**src/rtl/axi4lite_arb_pkg.sv**
```systemverilog
// Shared types and constants for the two-requester AXI4-Lite arbiter.
package axi4lite_arb_pkg;

  // One transaction in flight at a time; write and read phases are sequenced.
  typedef enum logic [2:0] {
    StIdle,
    StWr,
    StWrResp,
    StRd,
    StRdData
  } state_e;

  localparam logic [1:0] RespOkay   = 2'b00;
  localparam logic [1:0] RespExOkay = 2'b01;
  localparam logic [1:0] RespSlvErr = 2'b10;
  localparam logic [1:0] RespDecErr = 2'b11;

endpackage

```
**src/rtl/rr_arb2.sv**
```systemverilog
// Two-way round-robin owner selection; purely combinational.
module rr_arb2 (
  input  logic [1:0] req,
  input  logic       last_owner,
  output logic [1:0] grant
);

  // On a tie the requester that did not own the slave last time wins.
  always_comb begin
    grant = 2'b00;
    case (req)
      2'b01:   grant = 2'b01;
      2'b10:   grant = 2'b10;
      2'b11:   grant = last_owner ? 2'b01 : 2'b10;
      default: grant = 2'b00;
    endcase
  end

endmodule

```
**src/rtl/axi4lite_arb_2m1s.sv**
```systemverilog
// AXI4-Lite arbiter: two requesters share one slave, one transaction at a time.
module axi4lite_arb_2m1s
  import axi4lite_arb_pkg::*;
#(
  parameter int unsigned ADDR_WIDTH = 4,
  parameter int unsigned DATA_WIDTH = 32
) (
  input  logic                  clk,
  input  logic                  rst,
  // Requester 0
  input  logic [ADDR_WIDTH-1:0] m0_axi_awaddr,
  input  logic                  m0_axi_awvalid,
  output logic                  m0_axi_awready,
  input  logic [DATA_WIDTH-1:0] m0_axi_wdata,
  input  logic                  m0_axi_wvalid,
  output logic                  m0_axi_wready,
  output logic [1:0]            m0_axi_bresp,
  output logic                  m0_axi_bvalid,
  input  logic                  m0_axi_bready,
  input  logic [ADDR_WIDTH-1:0] m0_axi_araddr,
  input  logic                  m0_axi_arvalid,
  output logic                  m0_axi_arready,
  output logic [DATA_WIDTH-1:0] m0_axi_rdata,
  output logic [1:0]            m0_axi_rresp,
  output logic                  m0_axi_rvalid,
  input  logic                  m0_axi_rready,
  // Requester 1
  input  logic [ADDR_WIDTH-1:0] m1_axi_awaddr,
  input  logic                  m1_axi_awvalid,
  output logic                  m1_axi_awready,
  input  logic [DATA_WIDTH-1:0] m1_axi_wdata,
  input  logic                  m1_axi_wvalid,
  output logic                  m1_axi_wready,
  output logic [1:0]            m1_axi_bresp,
  output logic                  m1_axi_bvalid,
  input  logic                  m1_axi_bready,
  input  logic [ADDR_WIDTH-1:0] m1_axi_araddr,
  input  logic                  m1_axi_arvalid,
  output logic                  m1_axi_arready,
  output logic [DATA_WIDTH-1:0] m1_axi_rdata,
  output logic [1:0]            m1_axi_rresp,
  output logic                  m1_axi_rvalid,
  input  logic                  m1_axi_rready,
  // Shared slave
  output logic [ADDR_WIDTH-1:0] s_axi_awaddr,
  output logic                  s_axi_awvalid,
  input  logic                  s_axi_awready,
  output logic [DATA_WIDTH-1:0] s_axi_wdata,
  output logic                  s_axi_wvalid,
  input  logic                  s_axi_wready,
  input  logic [1:0]            s_axi_bresp,
  input  logic                  s_axi_bvalid,
  output logic                  s_axi_bready,
  output logic [ADDR_WIDTH-1:0] s_axi_araddr,
  output logic                  s_axi_arvalid,
  input  logic                  s_axi_arready,
  input  logic [DATA_WIDTH-1:0] s_axi_rdata,
  input  logic [1:0]            s_axi_rresp,
  input  logic                  s_axi_rvalid,
  output logic                  s_axi_rready,
  output logic [1:0]            gnt,
  output logic                  busy
);

  state_e     state_q, state_d;
  logic [1:0] gnt_q, gnt_d;
  logic       last_owner_q, last_owner_d;
  logic       aw_done_q, aw_done_d;
  logic       w_done_q, w_done_d;

  logic [1:0] req;
  logic [1:0] arb_grant;
  logic       owner;
  logic       aw_hs, w_hs;

  // Owner-side views of the requester inputs.
  logic [ADDR_WIDTH-1:0] own_awaddr, own_araddr;
  logic [DATA_WIDTH-1:0] own_wdata;
  logic                  own_awvalid, own_wvalid, own_bready, own_arvalid, own_rready;

  // Response signals headed for the owner before gating by gnt.
  logic                  o_awready, o_wready, o_bvalid, o_arready, o_rvalid;
  logic [1:0]            o_bresp, o_rresp;
  logic [DATA_WIDTH-1:0] o_rdata;

  assign req   = {m1_axi_awvalid | m1_axi_arvalid, m0_axi_awvalid | m0_axi_arvalid};
  assign owner = gnt_q[1];

  rr_arb2 u_rr_arb2 (
    .req        (req),
    .last_owner (last_owner_q),
    .grant      (arb_grant)
  );

  assign own_awaddr  = owner ? m1_axi_awaddr  : m0_axi_awaddr;
  assign own_awvalid = owner ? m1_axi_awvalid : m0_axi_awvalid;
  assign own_wdata   = owner ? m1_axi_wdata   : m0_axi_wdata;
  assign own_wvalid  = owner ? m1_axi_wvalid  : m0_axi_wvalid;
  assign own_bready  = owner ? m1_axi_bready  : m0_axi_bready;
  assign own_araddr  = owner ? m1_axi_araddr  : m0_axi_araddr;
  assign own_arvalid = owner ? m1_axi_arvalid : m0_axi_arvalid;
  assign own_rready  = owner ? m1_axi_rready  : m0_axi_rready;

  // Route the active channel between owner and slave; everything else held at zero.
  always_comb begin
    s_axi_awaddr  = '0;
    s_axi_awvalid = 1'b0;
    s_axi_wdata   = '0;
    s_axi_wvalid  = 1'b0;
    s_axi_bready  = 1'b0;
    s_axi_araddr  = '0;
    s_axi_arvalid = 1'b0;
    s_axi_rready  = 1'b0;
    o_awready     = 1'b0;
    o_wready      = 1'b0;
    o_bvalid      = 1'b0;
    o_bresp       = 2'b00;
    o_arready     = 1'b0;
    o_rvalid      = 1'b0;
    o_rdata       = '0;
    o_rresp       = 2'b00;
    case (state_q)
      StWr: begin
        // A channel that already handshook stays quiet until the response phase.
        s_axi_awaddr  = own_awaddr;
        s_axi_awvalid = own_awvalid & ~aw_done_q;
        s_axi_wdata   = own_wdata;
        s_axi_wvalid  = own_wvalid & ~w_done_q;
        o_awready     = s_axi_awready & ~aw_done_q;
        o_wready      = s_axi_wready & ~w_done_q;
      end
      StWrResp: begin
        s_axi_bready = own_bready;
        o_bvalid     = s_axi_bvalid;
        o_bresp      = s_axi_bresp;
      end
      StRd: begin
        s_axi_araddr  = own_araddr;
        s_axi_arvalid = own_arvalid;
        o_arready     = s_axi_arready;
      end
      StRdData: begin
        s_axi_rready = own_rready;
        o_rvalid     = s_axi_rvalid;
        o_rdata      = s_axi_rdata;
        o_rresp      = s_axi_rresp;
      end
      default: ;
    endcase
  end

  assign m0_axi_awready = gnt_q[0] & o_awready;
  assign m0_axi_wready  = gnt_q[0] & o_wready;
  assign m0_axi_bvalid  = gnt_q[0] & o_bvalid;
  assign m0_axi_bresp   = gnt_q[0] ? o_bresp : 2'b00;
  assign m0_axi_arready = gnt_q[0] & o_arready;
  assign m0_axi_rvalid  = gnt_q[0] & o_rvalid;
  assign m0_axi_rdata   = gnt_q[0] ? o_rdata : '0;
  assign m0_axi_rresp   = gnt_q[0] ? o_rresp : 2'b00;

  assign m1_axi_awready = gnt_q[1] & o_awready;
  assign m1_axi_wready  = gnt_q[1] & o_wready;
  assign m1_axi_bvalid  = gnt_q[1] & o_bvalid;
  assign m1_axi_bresp   = gnt_q[1] ? o_bresp : 2'b00;
  assign m1_axi_arready = gnt_q[1] & o_arready;
  assign m1_axi_rvalid  = gnt_q[1] & o_rvalid;
  assign m1_axi_rdata   = gnt_q[1] ? o_rdata : '0;
  assign m1_axi_rresp   = gnt_q[1] ? o_rresp : 2'b00;

  assign aw_hs = s_axi_awvalid & s_axi_awready;
  assign w_hs  = s_axi_wvalid & s_axi_wready;

  // Transaction sequencing, ownership and handshake bookkeeping.
  always_comb begin
    state_d      = state_q;
    gnt_d        = gnt_q;
    last_owner_d = last_owner_q;
    aw_done_d    = aw_done_q;
    w_done_d     = w_done_q;
    case (state_q)
      StIdle: begin
        if (|req) begin
          gnt_d     = arb_grant;
          aw_done_d = 1'b0;
          w_done_d  = 1'b0;
          // Pending write takes precedence over a read from the same requester.
          state_d   = (arb_grant[1] ? m1_axi_awvalid : m0_axi_awvalid) ? StWr : StRd;
        end
      end
      StWr: begin
        if ((aw_done_q | aw_hs) && (w_done_q | w_hs)) begin
          state_d   = StWrResp;
          aw_done_d = 1'b0;
          w_done_d  = 1'b0;
        end else begin
          aw_done_d = aw_done_q | aw_hs;
          w_done_d  = w_done_q | w_hs;
        end
      end
      StWrResp: begin
        if (s_axi_bvalid && s_axi_bready) begin
          state_d      = StIdle;
          last_owner_d = owner;
          gnt_d        = 2'b00;
        end
      end
      StRd: begin
        if (s_axi_arvalid && s_axi_arready) state_d = StRdData;
      end
      StRdData: begin
        if (s_axi_rvalid && s_axi_rready) begin
          state_d      = StIdle;
          last_owner_d = owner;
          gnt_d        = 2'b00;
        end
      end
      default: state_d = StIdle;
    endcase
  end

  // State register; reset abandons any in-flight transaction.
  always_ff @(posedge clk) begin
    if (rst) begin
      state_q      <= StIdle;
      gnt_q        <= 2'b00;
      last_owner_q <= 1'b1;
      aw_done_q    <= 1'b0;
      w_done_q     <= 1'b0;
    end else begin
      state_q      <= state_d;
      gnt_q        <= gnt_d;
      last_owner_q <= last_owner_d;
      aw_done_q    <= aw_done_d;
      w_done_q     <= w_done_d;
    end
  end

  assign gnt  = gnt_q;
  assign busy = (state_q != StIdle);

endmodule

```
**config.mk**
```make
export PLATFORM = sky130hd
export DESIGN_NAME = axi4lite_arb_2m1s
export DESIGN_NICKNAME = d
export VERILOG_FILES = /design/src/rtl/axi4lite_arb_pkg.sv /design/src/rtl/rr_arb2.sv /design/src/rtl/axi4lite_arb_2m1s.sv
export SDC_FILE = /design/constraint.sdc
export NUM_CORES = 1
export LEC_CHECK = 0
export BUFFER_PORTS_ARGS = -buffer_cell sky130_fd_sc_hd__buf_2
export CORE_AREA = 2 2 102 104
export DETAILED_ROUTE_END_ITERATION = 10
export DIE_AREA = 0 0 104 106
export PLACE_DENSITY = 0.59
export SLEW_MARGIN = 30
export SYNTH_ARGS = -nofsm -noshare
export SYNTH_HDL_FRONTEND = slang
export SYNTH_SLANG_ARGS = --single-unit
export TNS_END_PERCENT = 50
```
**constraint.sdc**
```tcl
create_clock -name clk -period 2 [get_ports clk]
set_clock_uncertainty 0.2 [all_clocks]
set_input_delay 0.6 -clock clk [delete_from_list [all_inputs] [get_ports clk]]
set_output_delay 0.6 -clock clk [all_outputs]
set_load 0.05 [all_outputs]
```
After elaboration in Yosys (flattened, before gate mapping):

Index checks and enable logic that the tools add are counted.

* memory bits (writable): 0
* bits in latches: 0
* output and inout bits: 130
* memories kept: 0
* bits of input ports: 133
* ROM bits: 0
* flip-flop bits (word level): 8
* word-level logic and storage cells: 105

* multiplexer cells: 52
* shifts and indexed selects: 0
* reduce and logical (&&, ||, !) cells: 14
* equal/unequal tests: 12
* magnitude comparators: 0
* multiply operators: 0
* div/mod/pow operators: 0
* $add $sub $neg: 0
* bitwise gates (word level): 22

Operators with widths (count)
* $mux W32: 5
* $mux W2: 11
* $mux W1: 21
* $and A1 B1 Y1: 16
* $mux W4: 4
* $mux W3: 5
* $pmux W3 S5: 1
* $pmux W2 S3: 2
* $ne A2 B2 Y1 const B: 5
* $eq A3 B2 Y1 const B: 2
* $pmux W1 S2: 3
* $reduce_bool A3 Y1: 2
* $reduce_and A5 Y1: 1
* $eq A2 B2 Y1 const B: 2
* $logic_and A1 B1 Y1: 4
* $or A1 B1 Y1: 4
* $reduce_and A4 Y1: 1
* $reduce_bool A2 Y1: 2
* $eq A3 B1 Y1 const B: 1
* $eq A3 B3 Y1 const B: 1
* $logic_not A3 Y1: 1
* $reduce_and A3 Y1: 1
* $eq A2 B1 Y1 const B: 1
* $not A1 Y1: 2
* 2 further kinds: 2

Logic depth before layout (Yosys ltp):

Gate-level depths: netlist of the first run.

* depth in word-level cells: 8
* gate-level depth with buffers: 7
* depth with buffers taken out: 5

Modules after synthesis:

A second synthesis of the first run with hierarchy kept.

* cells, all modules: 268
* area total of the unflattened synthesis: 1810.5 µm²

By module, submodules not included
* axi4lite_arb_2m1s: seq. area each 160.2 µm², area each 1791.7 µm², cells each 265, instances 1
* rr_arb2: seq. area each 0.0 µm², area each 18.8 µm², cells each 3, instances 1

Worst setup path after synthesis of the first run:

OpenSTA, ideal clock, no wires.

* path kind: reg2out
* start: reg state_q[0]
* end: out s_axi_wdata[16]
* path buffers: 4
* cell stages (with the launch flop): 7
* data arrival time: 1.993 ns
* data required time: 1.200 ns
* path slack: -0.793 ns
* cell sequence: dfxtp_1 buf_4 or3b_1 buf_2 clkbuf_1 buf_1 nor2_1

* word-level cells in the longest chain between the ends: 2

Ends and longest elaborated chain
* start: declaration: line axi4lite_arb_2m1s.sv:65 `state_e state_q, state_d;`
* start signal: assignment: line axi4lite_arb_2m1s.sv:224 `state_q <= StIdle;`
* start signal: assignment: line axi4lite_arb_2m1s.sv:230 `state_q <= state_d;`
* $eq A3 B1 Y1: line axi4lite_arb_2m1s.sv:122 `case (state_q)`
* $mux W32: line axi4lite_arb_2m1s.sv:122
* end: declaration: line axi4lite_arb_2m1s.sv:48 `output logic [DATA_WIDTH-1:0] s_axi_wdata,`

Every way passes these cells.

Worst setup path in the final report of the first run:

* start: reg state_q[2]
* end: out s_axi_wdata[15]

The elaborated chain is that of the path after synthesis.

==> flow_metrics.py, run 1 <==
metrics = {
    "drt": {
        "dr.first_iter.drc_count": 68,
        "wire_per_inst_um": 15.70,
        "final_antenna_net_count": 0,
        "wirelength_um": 10890,
        "dr.pass1.iters": 4,
        "drc": 0,
        "vias": 3084,
        "routed_via_density": 4.444,
    },
    "setup_path": {
        "critPathSlowestCell": "or3b_4",
        "max_stage_delay_ps": 510,
        "crit_path_max_fanout": 18,
        "cp.arrival_ps": 1580,
        "critical_path.cell_chain": "or3b_4 > buf_16 > nor2_4 > buf_6",
        "cpLargestDelayFamily": "simple AND/OR/NAND/NOR gates",
        "worstPathRequired_ps": 1200,
        "worst-setup-path-type": "register to output pin",
        "critPathLaunchType": "register",
        "path_buf_inv": 2,
        "endpoint_kind": "output pin",
    },
    "die": {
        "core-area_um2": 10000,
        "die_h_um": 106,
        "io_pins": 263,
        "fp-row-count": 37,
        "fp.dieW_um": 104,
        "start_util_pct": 18.04,
        "die-area_um2": 11020,
    },
    "synth": {
        "synth.distinct_cells": 34,
        "yosys.area.top_type": "and2_1",
        "ys_top_cells_by_area": "and2_1, mux2i_1, nor2_1",
        "synth.cell_area_um2": 1804,
        "yosysMostFrequentCell": "and2_1",
        "synth_top_area_share_pct": 27.39,
        "synth-edff-count": 0,
        "yosysSeqAreaShare_pct": 8.877,
        "synth.net_count": 401,
        "syn_avg_cell_area_um2": 6.732,
        "yosysWarnings": 0,
        "synthTopCellsByCount": "and2_1, nor2_1, mux2i_1, clkbuf_1, nand2_1",
        "yosys_register_bits": 8,
        "synthFlopType": "dfxtp_1",
        "postSynthCellCount": 268,
        "synthArstFlopShare_pct": 0,
    },
    "sta": {
        "tightest_slew_ps": 407.1,
        "fin_tns_setup_ps": -40630,
        "fin_crit_sh_pct": 119.2,
        "hold_viol": 0,
        "grt_setup_unrepaired": "true",
        "setup_violations": 133,
        "fmax_mhz": 419.6,
        "fin_ws_ps": -383.2,
        "min_period_ps": 2383,
        "slew_headroom_pct": 72.08,
        "hold_ws_ps": 343.0,
        "slew_violations": 0,
    },
    "clock_tree": {
        "hold_buffers": 0,
        "clkLatencyLatePin_ps": 230,
        "ctsLongestPathBuffers": 2,
        "clk_pin_slew_worst_paths_ps": 40,
        "cts_buffers": 3,
        "cts-root-buf": "clkbuf_8",
        "cts_tree": "yes",
        "h-tree-depth": 1,
        "cts_sinks": 8,
    },
    "finish": {
        "seqCellArea_um2": 171.4,
        "multiInputGateArea_um2": 2061,
        "nets": 692,
        "layout.cells.non_filler": 694,
        "fillers": 919,
        "design_area_um2": 5136,
        "diodes": 0,
        "drive_gt1_share_pct": 80.65,
        "syn2layout_area_growth_pct": 184.7,
    },
    "power": {
        "p_leak_uw": 0.002451,
        "power_density_nw_per_um2": 794.7,
        "combPwrFrac_pct": 88.9,
        "power.share.sequential_pct": 5.9,
        "switching_share_pct": 55.39,
        "p_sw_uw": 2261,
        "irDropWorstVdd_mv": 0.8421,
        "p_int_uw": 1821,
        "clkPwrFrac_pct": 5.2,
    },
    "global_routing": {
        "grt_pass1_vias": 3122,
        "grt_pass1_wl_um": 16030,
        "grtUsageMet3_pct": 2.820,
        "overflow": 0,
        "antenna_found_initial": 0,
        "grt_max_degree": 36,
        "grt_use_met1_pct": 19.66,
        "met2_usage_pct": 34.77,
        "grt_use_total_pct": 17.62,
        "grt_busiest_layer": "met2",
    },
    "job": {
        "max_cap_violations": 0,
    },
    "placed_design": {
        "port_buffers": 262,
        "gp_congestion": 0.8591,
        "dpl.hpwl_um": 7511,
        "place_area_um2": 4029,
        "pre_cts_ws_ps": -211.3,
        "dp.cells": 684,
    },
    "status": {
        "status": "finished, violations left",
        "violations": "setup timing",
    },
    "hold_path": {
        "min_path_type": "register to register",
    },
}
timing repair:
item | in CTS | in global routing
endpoints found under the hold margin | 0 | 0
pin swaps | 5 | 2
setup endpoints to repair | 132 | 135
buffers inserted | 3 | 0
resized for setup | 246 | 54
cloned | 2 | 1
state kept, by name, summed over array words and instances, names as in the netlist:
signal / count
gnt: 2
w_done_q: 1
state_q: 3
last_owner_q: 1
aw_done_q: 1
layout make-up:
type,instances,area share [%]
Multi-Input combinational cell,232,40.12
Sequential cell,8,3.337
Timing Repair Buffer,307,51.84
Tap cell,136,3.313
Inverter,7,0.5116
Clock buffer,4,0.8770
stage by stage:
stage | power [µW] | utilization [%]
after CTS | 3870 | 49.14
after global routing | 4284 | 51.36
after floorplan | 2468 | -
after global placement | 3135 | 40.29
after detailed placement | 3163 | 40.29
final | 4082 | 51.36
logic make-up (layout without fill, tap and decap cells):
family	Yosys count	after routing	share of synthesized area [%]
buffers and inverters	28	318	7.073
and+or+nand+nor	161	161	48.13
DFF	8	8	8.876
AOI/OAI and AO/OA	25	25	10.13
muxes	46	46	25.80
cells in the final DEF (no fill, tap or decap), drive strengths merged, types with 5 or more instances in the layout:
cell type	netlist	final
and2	79	79
dfxtp	8	8
buf	10	306
o21ai	5	5
and3	8	8
inv	7	7
nand2	9	9
clkbuf	11	5
nor2b	5	5
nor2	46	46
nor3	5	5
mux2i	42	42
path summary, 6_finish.rpt:
kind              cells past startpoint                      end  slack (ps)                     from
hold / removal                        2   aw_done_q$_SDFFE_PP0P_         340   aw_done_q$_SDFFE_PP0P_
hold reg to reg                       2   aw_done_q$_SDFFE_PP0P_         340   aw_done_q$_SDFFE_PP0P_
setup / recovery                      4          s_axi_wdata[15]        -380  state_q[2]$_SDFFE_PP0P_
setup reg to reg                      7  state_q[0]$_SDFFE_PP0P_        -230  state_q[2]$_SDFFE_PP0P_
worst min-delay path, delay by kind of cell (launching register included):
family                 cells  cell delay [ps]
buffers and inverters      1               90
AOI/OAI and AO/OA          1               60
DFF                        1              340
routing by layer:
| metal | wire, µm | share of wire [%] |
|---|---|---|
| met3 | 513 | 4.7 |
| met4 | 171 | 1.6 |
| met2 | 6133 | 56 |
| met5 | 0 | 0 |
| met1 | 4075 | 37 |
power by group through the flow:
stage          Combinational [µW]  Clock [µW]  Sequential (µW)
5_1_grt                      3810         222              251
2_1_floorplan                2210           0              258
3_3_place_gp                 2900           0              236
4_1_cts                      3420         213              240
6_report                     3630         210              243
3_5_place_dp                 2930           0              237
(Power assumes the default switching activity.)
==> run 2, diff against run 1 <==
BUFFER_PORTS_ARGS = unset   (was -buffer_cell sky130_fd_sc_hd__buf_2)
CORE_AREA = 2 2 103 105   (was 2 2 102 104)
DIE_AREA = 0 0 105 107   (was 0 0 104 106)
DONT_BUFFER_PORTS = 1   (was unset)
PLACE_DENSITY = 0.35   (was 0.59)
==> flow_metrics.py, run 2 (synthesized netlist as in run 1, its figures left out) <==
metrics = {
    "status": {
        "status": "finished, violations left",
        "violations": "setup timing",
    },
    "sta": {
        "fin_crit_sh_pct": 117.6,
        "fin_ws_ps": -352.9,
        "setup_violations": 131,
        "tightest_slew_ps": 332.9,
        "min_period_ps": 2353,
        "fmax_mhz": 425.0,
        "fin_tns_setup_ps": -35700,
        "grt_setup_unrepaired": "true",
        "slew_headroom_pct": 77.60,
        "slew_violations": 0,
        "hold_viol": 0,
    },
    "clock_tree": {
        "cts-root-buf": "clkbuf_8",
        "cts_buffers": 3,
        "ctsLongestPathBuffers": 2,
        "hold_buffers": 0,
        "clk_pin_slew_worst_paths_ps": 50,
        "cts_tree": "yes",
        "h-tree-depth": 1,
        "cts_sinks": 8,
        "clkLatencyLatePin_ps": 230,
    },
    "placed_design": {
        "gp_congestion": 0.7967,
        "pre_cts_ws_ps": -144.9,
        "port_buffers": 0,
        "dpl.hpwl_um": 7101,
    },
    "die": {
        "fp-row-count": 37,
        "start_util_pct": 17.88,
        "core-area_um2": 10090,
        "io_pins": 263,
        "die_h_um": 107,
        "fp.dieW_um": 105,
        "die-area_um2": 11240,
    },
    "setup_path": {
        "cp.arrival_ps": 1550,
        "worst-setup-path-type": "register to output pin",
        "crit_path_max_fanout": 5,
        "critPathLaunchType": "register",
        "worstPathRequired_ps": 1200,
        "endpoint_kind": "output pin",
        "r2r_setup_slack_ps": -50,
    },
    "finish": {
        "max_flop_register": "state_q",
        "diodes": 0,
        "mostFrequentLayoutCell": "buf_12",
        "nets": 510,
        "layout_common_cells": "buf_12, and2_4, nor2_4",
        "syn2layout_area_growth_pct": 173.8,
        "drive_gt1_share_pct": 79.52,
        "largest_register_ffs": 3,
    },
    "global_routing": {
        "grt_max_degree": 36,
        "overflow": 0,
        "grt_pass1_wl_um": 13480,
        "grt_pass1_vias": 2251,
        "grt_use_total_pct": 14.96,
        "antenna_found_initial": 0,
    },
    "hold_path": {
        "min_path_type": "primary input to register",
    },
    "drt": {
        "wire_per_inst_um": 18.89,
        "wirelength_um": 9674,
        "dr.pass1.iters": 4,
        "vias": 2339,
        "final_antenna_net_count": 0,
        "drc": 0,
        "routed_via_density": 4.568,
        "dr.first_iter.drc_count": 89,
    },
    "power": {
        "irDropWorstVdd_mv": 0.5799,
        "power_density_nw_per_um2": 936.2,
        "power_uw": 4624,
        "p_leak_uw": 0.001895,
    },
    "job": {
        "max_cap_violations": 0,
    },
}
run 2: routing by layer:
metal | routed length (µm) | track usage, % | vias to the layer above
met2 | 5381 | 28.15 | 108
met3 | 585 | 2.675 | 2
li1 | - | - | 1116
met4 | 12 | 0.8571 | 0
met5 | 0 | 0 | -
met1 | 3694 | 18.51 | 1113
run 2: through the flow:
stage	instances	hold WS, ps	area, µm²	utilization, %
2_1_floorplan	268	272.7	2300	-
3_3_place_gp	489	290.5	4104	40.66
3_5_place_dp	489	301.3	4104	40.66
4_1_cts	501	221.3	4556	45.14
5_1_grt	512	225.5	4940	48.95
6_report	512	225.4	4940	48.95
run 2: final cells by class:
cell class                      count  area, µm²
Sequential cell                     8      173.9
Inverter                            7      26.28
Tap cell                          136      170.2
Clock buffer                        4      45.04
Multi-Input combinational cell    233       2286
Timing Repair Buffer              124       2238
Fill cell                         939       5152
run 2: final timing paths:
check	cells after the start	endpoint	from
worst max-delay path	4	m0_axi_wready	state_q[1]$_SDFFE_PP0P_
worst max register to register	7	state_q[0]$_SDFFE_PP0P_	state_q[1]$_SDFFE_PP0P_
worst min-delay path	1	state_q[0]$_SDFFE_PP0P_	rst
worst min register to register	2	aw_done_q$_SDFFE_PP0P_	aw_done_q$_SDFFE_PP0P_
run 2: repair_timing:
item / CTS / global route
cloned: 6 / 5
pin swaps: 41 / 39
gates resized for setup: 74 / 55
endpoints found under the setup margin: 129 / 135
setup buffers: 2 / 6
run 2: report_power, final:
| part | total (µW) | switching (µW) | internal (µW) |
|---|---|---|---|
| logic | 4150 | 2220 | 1930 |
| registers | 263 | 48.4 | 215 |
| clock network | 209 | 70.2 | 139 |
run 2: worst max-delay path: stages (launching register included):
cell and delay (ps):
dfxtp_4 350, or3b_4 500, nor2_4 130, and3_4 200, buf_12 130
==> run 3, diff against run 2 <==
GPL_ROUTABILITY_DRIVEN = 0   (was unset)
PLACE_DENSITY = unset   (was 0.35)
==> flow_metrics.py, run 3 (synthesized netlist as in run 1, its figures left out) <==
metrics = {
    "global_routing": {
        "grt_use_met1_pct": 20.46,
        "grt_max_degree": 36,
        "grt_busiest_layer": "met2",
        "antenna_found_initial": 0,
        "grt_pass1_vias": 2423,
        "grtUsageMet3_pct": 3.526,
        "overflow": 0,
        "grt_pass1_wl_um": 14550,
        "met2_usage_pct": 28.15,
        "grt_use_total_pct": 16.14,
    },
    "sta": {
        "slew_headroom_pct": 72.97,
        "min_period_ps": 2338,
        "setup_violations": 131,
        "grt_setup_unrepaired": "true",
        "tightest_slew_ps": 401.8,
        "fmax_mhz": 427.7,
        "slew_violations": 0,
        "hold_viol": 0,
        "fin_crit_sh_pct": 116.9,
        "fin_tns_setup_ps": -35260,
        "fin_ws_ps": -338.0,
    },
    "die": {
        "die-area_um2": 11240,
        "start_util_pct": 17.88,
        "core-area_um2": 10090,
        "io_pins": 263,
        "fp.dieW_um": 105,
        "die_h_um": 107,
        "fp-row-count": 37,
    },
    "drt": {
        "wire_per_inst_um": 20.76,
        "dr.pass1.iters": 4,
        "wirelength_um": 10730,
        "dr.first_iter.drc_count": 84,
        "vias": 2503,
        "final_antenna_net_count": 0,
        "drc": 0,
        "routed_via_density": 4.841,
    },
    "finish": {
        "mostFrequentLayoutCell": "buf_12",
        "fin_util_pct": 50.06,
        "syn2layout_area_growth_pct": 180.0,
        "layout_common_cells": "buf_12, and2_4, nor2_4",
        "drive_gt1_share_pct": 80.58,
        "diodes": 0,
        "layout.cells.non_filler": 517,
        "design_area_um2": 5052,
        "largest_register_ffs": 3,
        "max_flop_register": "state_q",
        "nets": 515,
    },
    "setup_path": {
        "worstPathRequired_ps": 1200,
        "rr_worst_depth": 7,
        "endpoint_kind": "output pin",
        "crit_path_max_fanout": 15,
        "path_buf_inv": 2,
        "cpLargestDelayFamily": "simple AND/OR/NAND/NOR gates",
        "cp.depth": 4,
        "critPathLaunchType": "register",
        "max_stage_delay_ps": 500,
        "critical_path.cell_chain": "or3b_4 > buf_12 > nor2_4 > buf_12",
        "worst-setup-path-type": "register to output pin",
        "path_common_cell": "buf_12",
        "cp.arrival_ps": 1540,
        "critPathSlowestCell": "or3b_4",
        "r2r_setup_slack_ps": -50,
    },
    "clock_tree": {
        "cts_tree": "yes",
        "clk_pin_slew_worst_paths_ps": 40,
        "cts_sinks": 8,
        "cts_buffers": 3,
        "h-tree-depth": 1,
        "cts-root-buf": "clkbuf_8",
        "clkLatencyLatePin_ps": 240,
        "ctsLongestPathBuffers": 2,
    },
    "placed_design": {
        "place_area_um2": 4104,
        "dpl.hpwl_um": 7591,
        "dp.cells": 489,
        "port_buffers": 0,
    },
    "power": {
        "power_density_nw_per_um2": 927.0,
        "p_leak_uw": 0.001947,
        "irDropWorstVdd_mv": 0.6228,
    },
    "hold_path": {
        "min_path_type": "primary input to register",
        "whs_path_depth": 1,
    },
    "job": {
        "max_cap_violations": 0,
    },
    "status": {
        "status": "finished, violations left",
        "violations": "setup timing",
    },
}
==> run 3: path summary, 6_finish.rpt <==
path | startpoint | endpoint
worst min-delay path | rst | state_q[1]$_SDFFE_PP0P_
worst max register to register | state_q[1]$_SDFFE_PP0P_ | state_q[0]$_SDFFE_PP0P_
worst max-delay path | state_q[1]$_SDFFE_PP0P_ | s_axi_wdata[22]
worst min register to register | aw_done_q$_SDFFE_PP0P_ | aw_done_q$_SDFFE_PP0P_
==> run 3: final cells by class <==
| class | instances | area, µm² |
|---|---|---|
| Inverter | 7 | 26.28 |
| Tap cell | 136 | 170.2 |
| Timing Repair Buffer | 129 | 2326 |
| Clock buffer | 4 | 45.04 |
| Sequential cell | 8 | 171.4 |
| Multi-Input combinational cell | 233 | 2313 |
| Fill cell | 870 | 5040 |
==> run 3: what timing repair did <==
item	4_1_cts	5_1_grt
setup buffers	5	5
setup endpoints to repair	128	136
cloned	7	8
pin swaps	71	25
hold buffers	0	0
gates resized for setup	100	37
==> run 3: power breakdown <==
| part | internal [µW] | leakage [µW] | switching (µW) | total [µW] |
|---|---|---|---|---|
| clock network | 139 | 0.0000228 | 72.1 | 211 |
| registers | 211 | 0.0000679 | 47.4 | 258 |
| logic | 1960 | 0.00186 | 2260 | 4210 |
==> run 3: metrics by stage <==
step / power [µW] / setup WS, ps / hold WS, ps
2_1_floorplan: 2468 / -330.5 / 272.7
3_3_place_gp: 3756 / -103.4 / 288.8
3_5_place_dp: 3806 / -135.7 / 297.1
4_1_cts: 4516 / -364.9 / 224.0
5_1_grt: 4860 / -382.1 / 225.4
6_report: 4684 / -338.0 / 225.3
==> run 3: metal layers <==
layer | vias up | wire (µm) | share of wire, %
li1 | 1126 | - | -
met1 | 1222 | 4364 | 41
met2 | 134 | 5423 | 51
met3 | 21 | 722 | 6.7
met4 | 0 | 222 | 2.1
met5 | - | 0 | 0
==> run 3: worst register-to-register path, cell delays in order (launching register included) <==
cell	delay, ps
dfxtp_2	320
or3b_4	470
buf_6	150
buf_4	140
a211oi_2	190
a2111o_1	220
mux2i_1	200
nor2_1	50
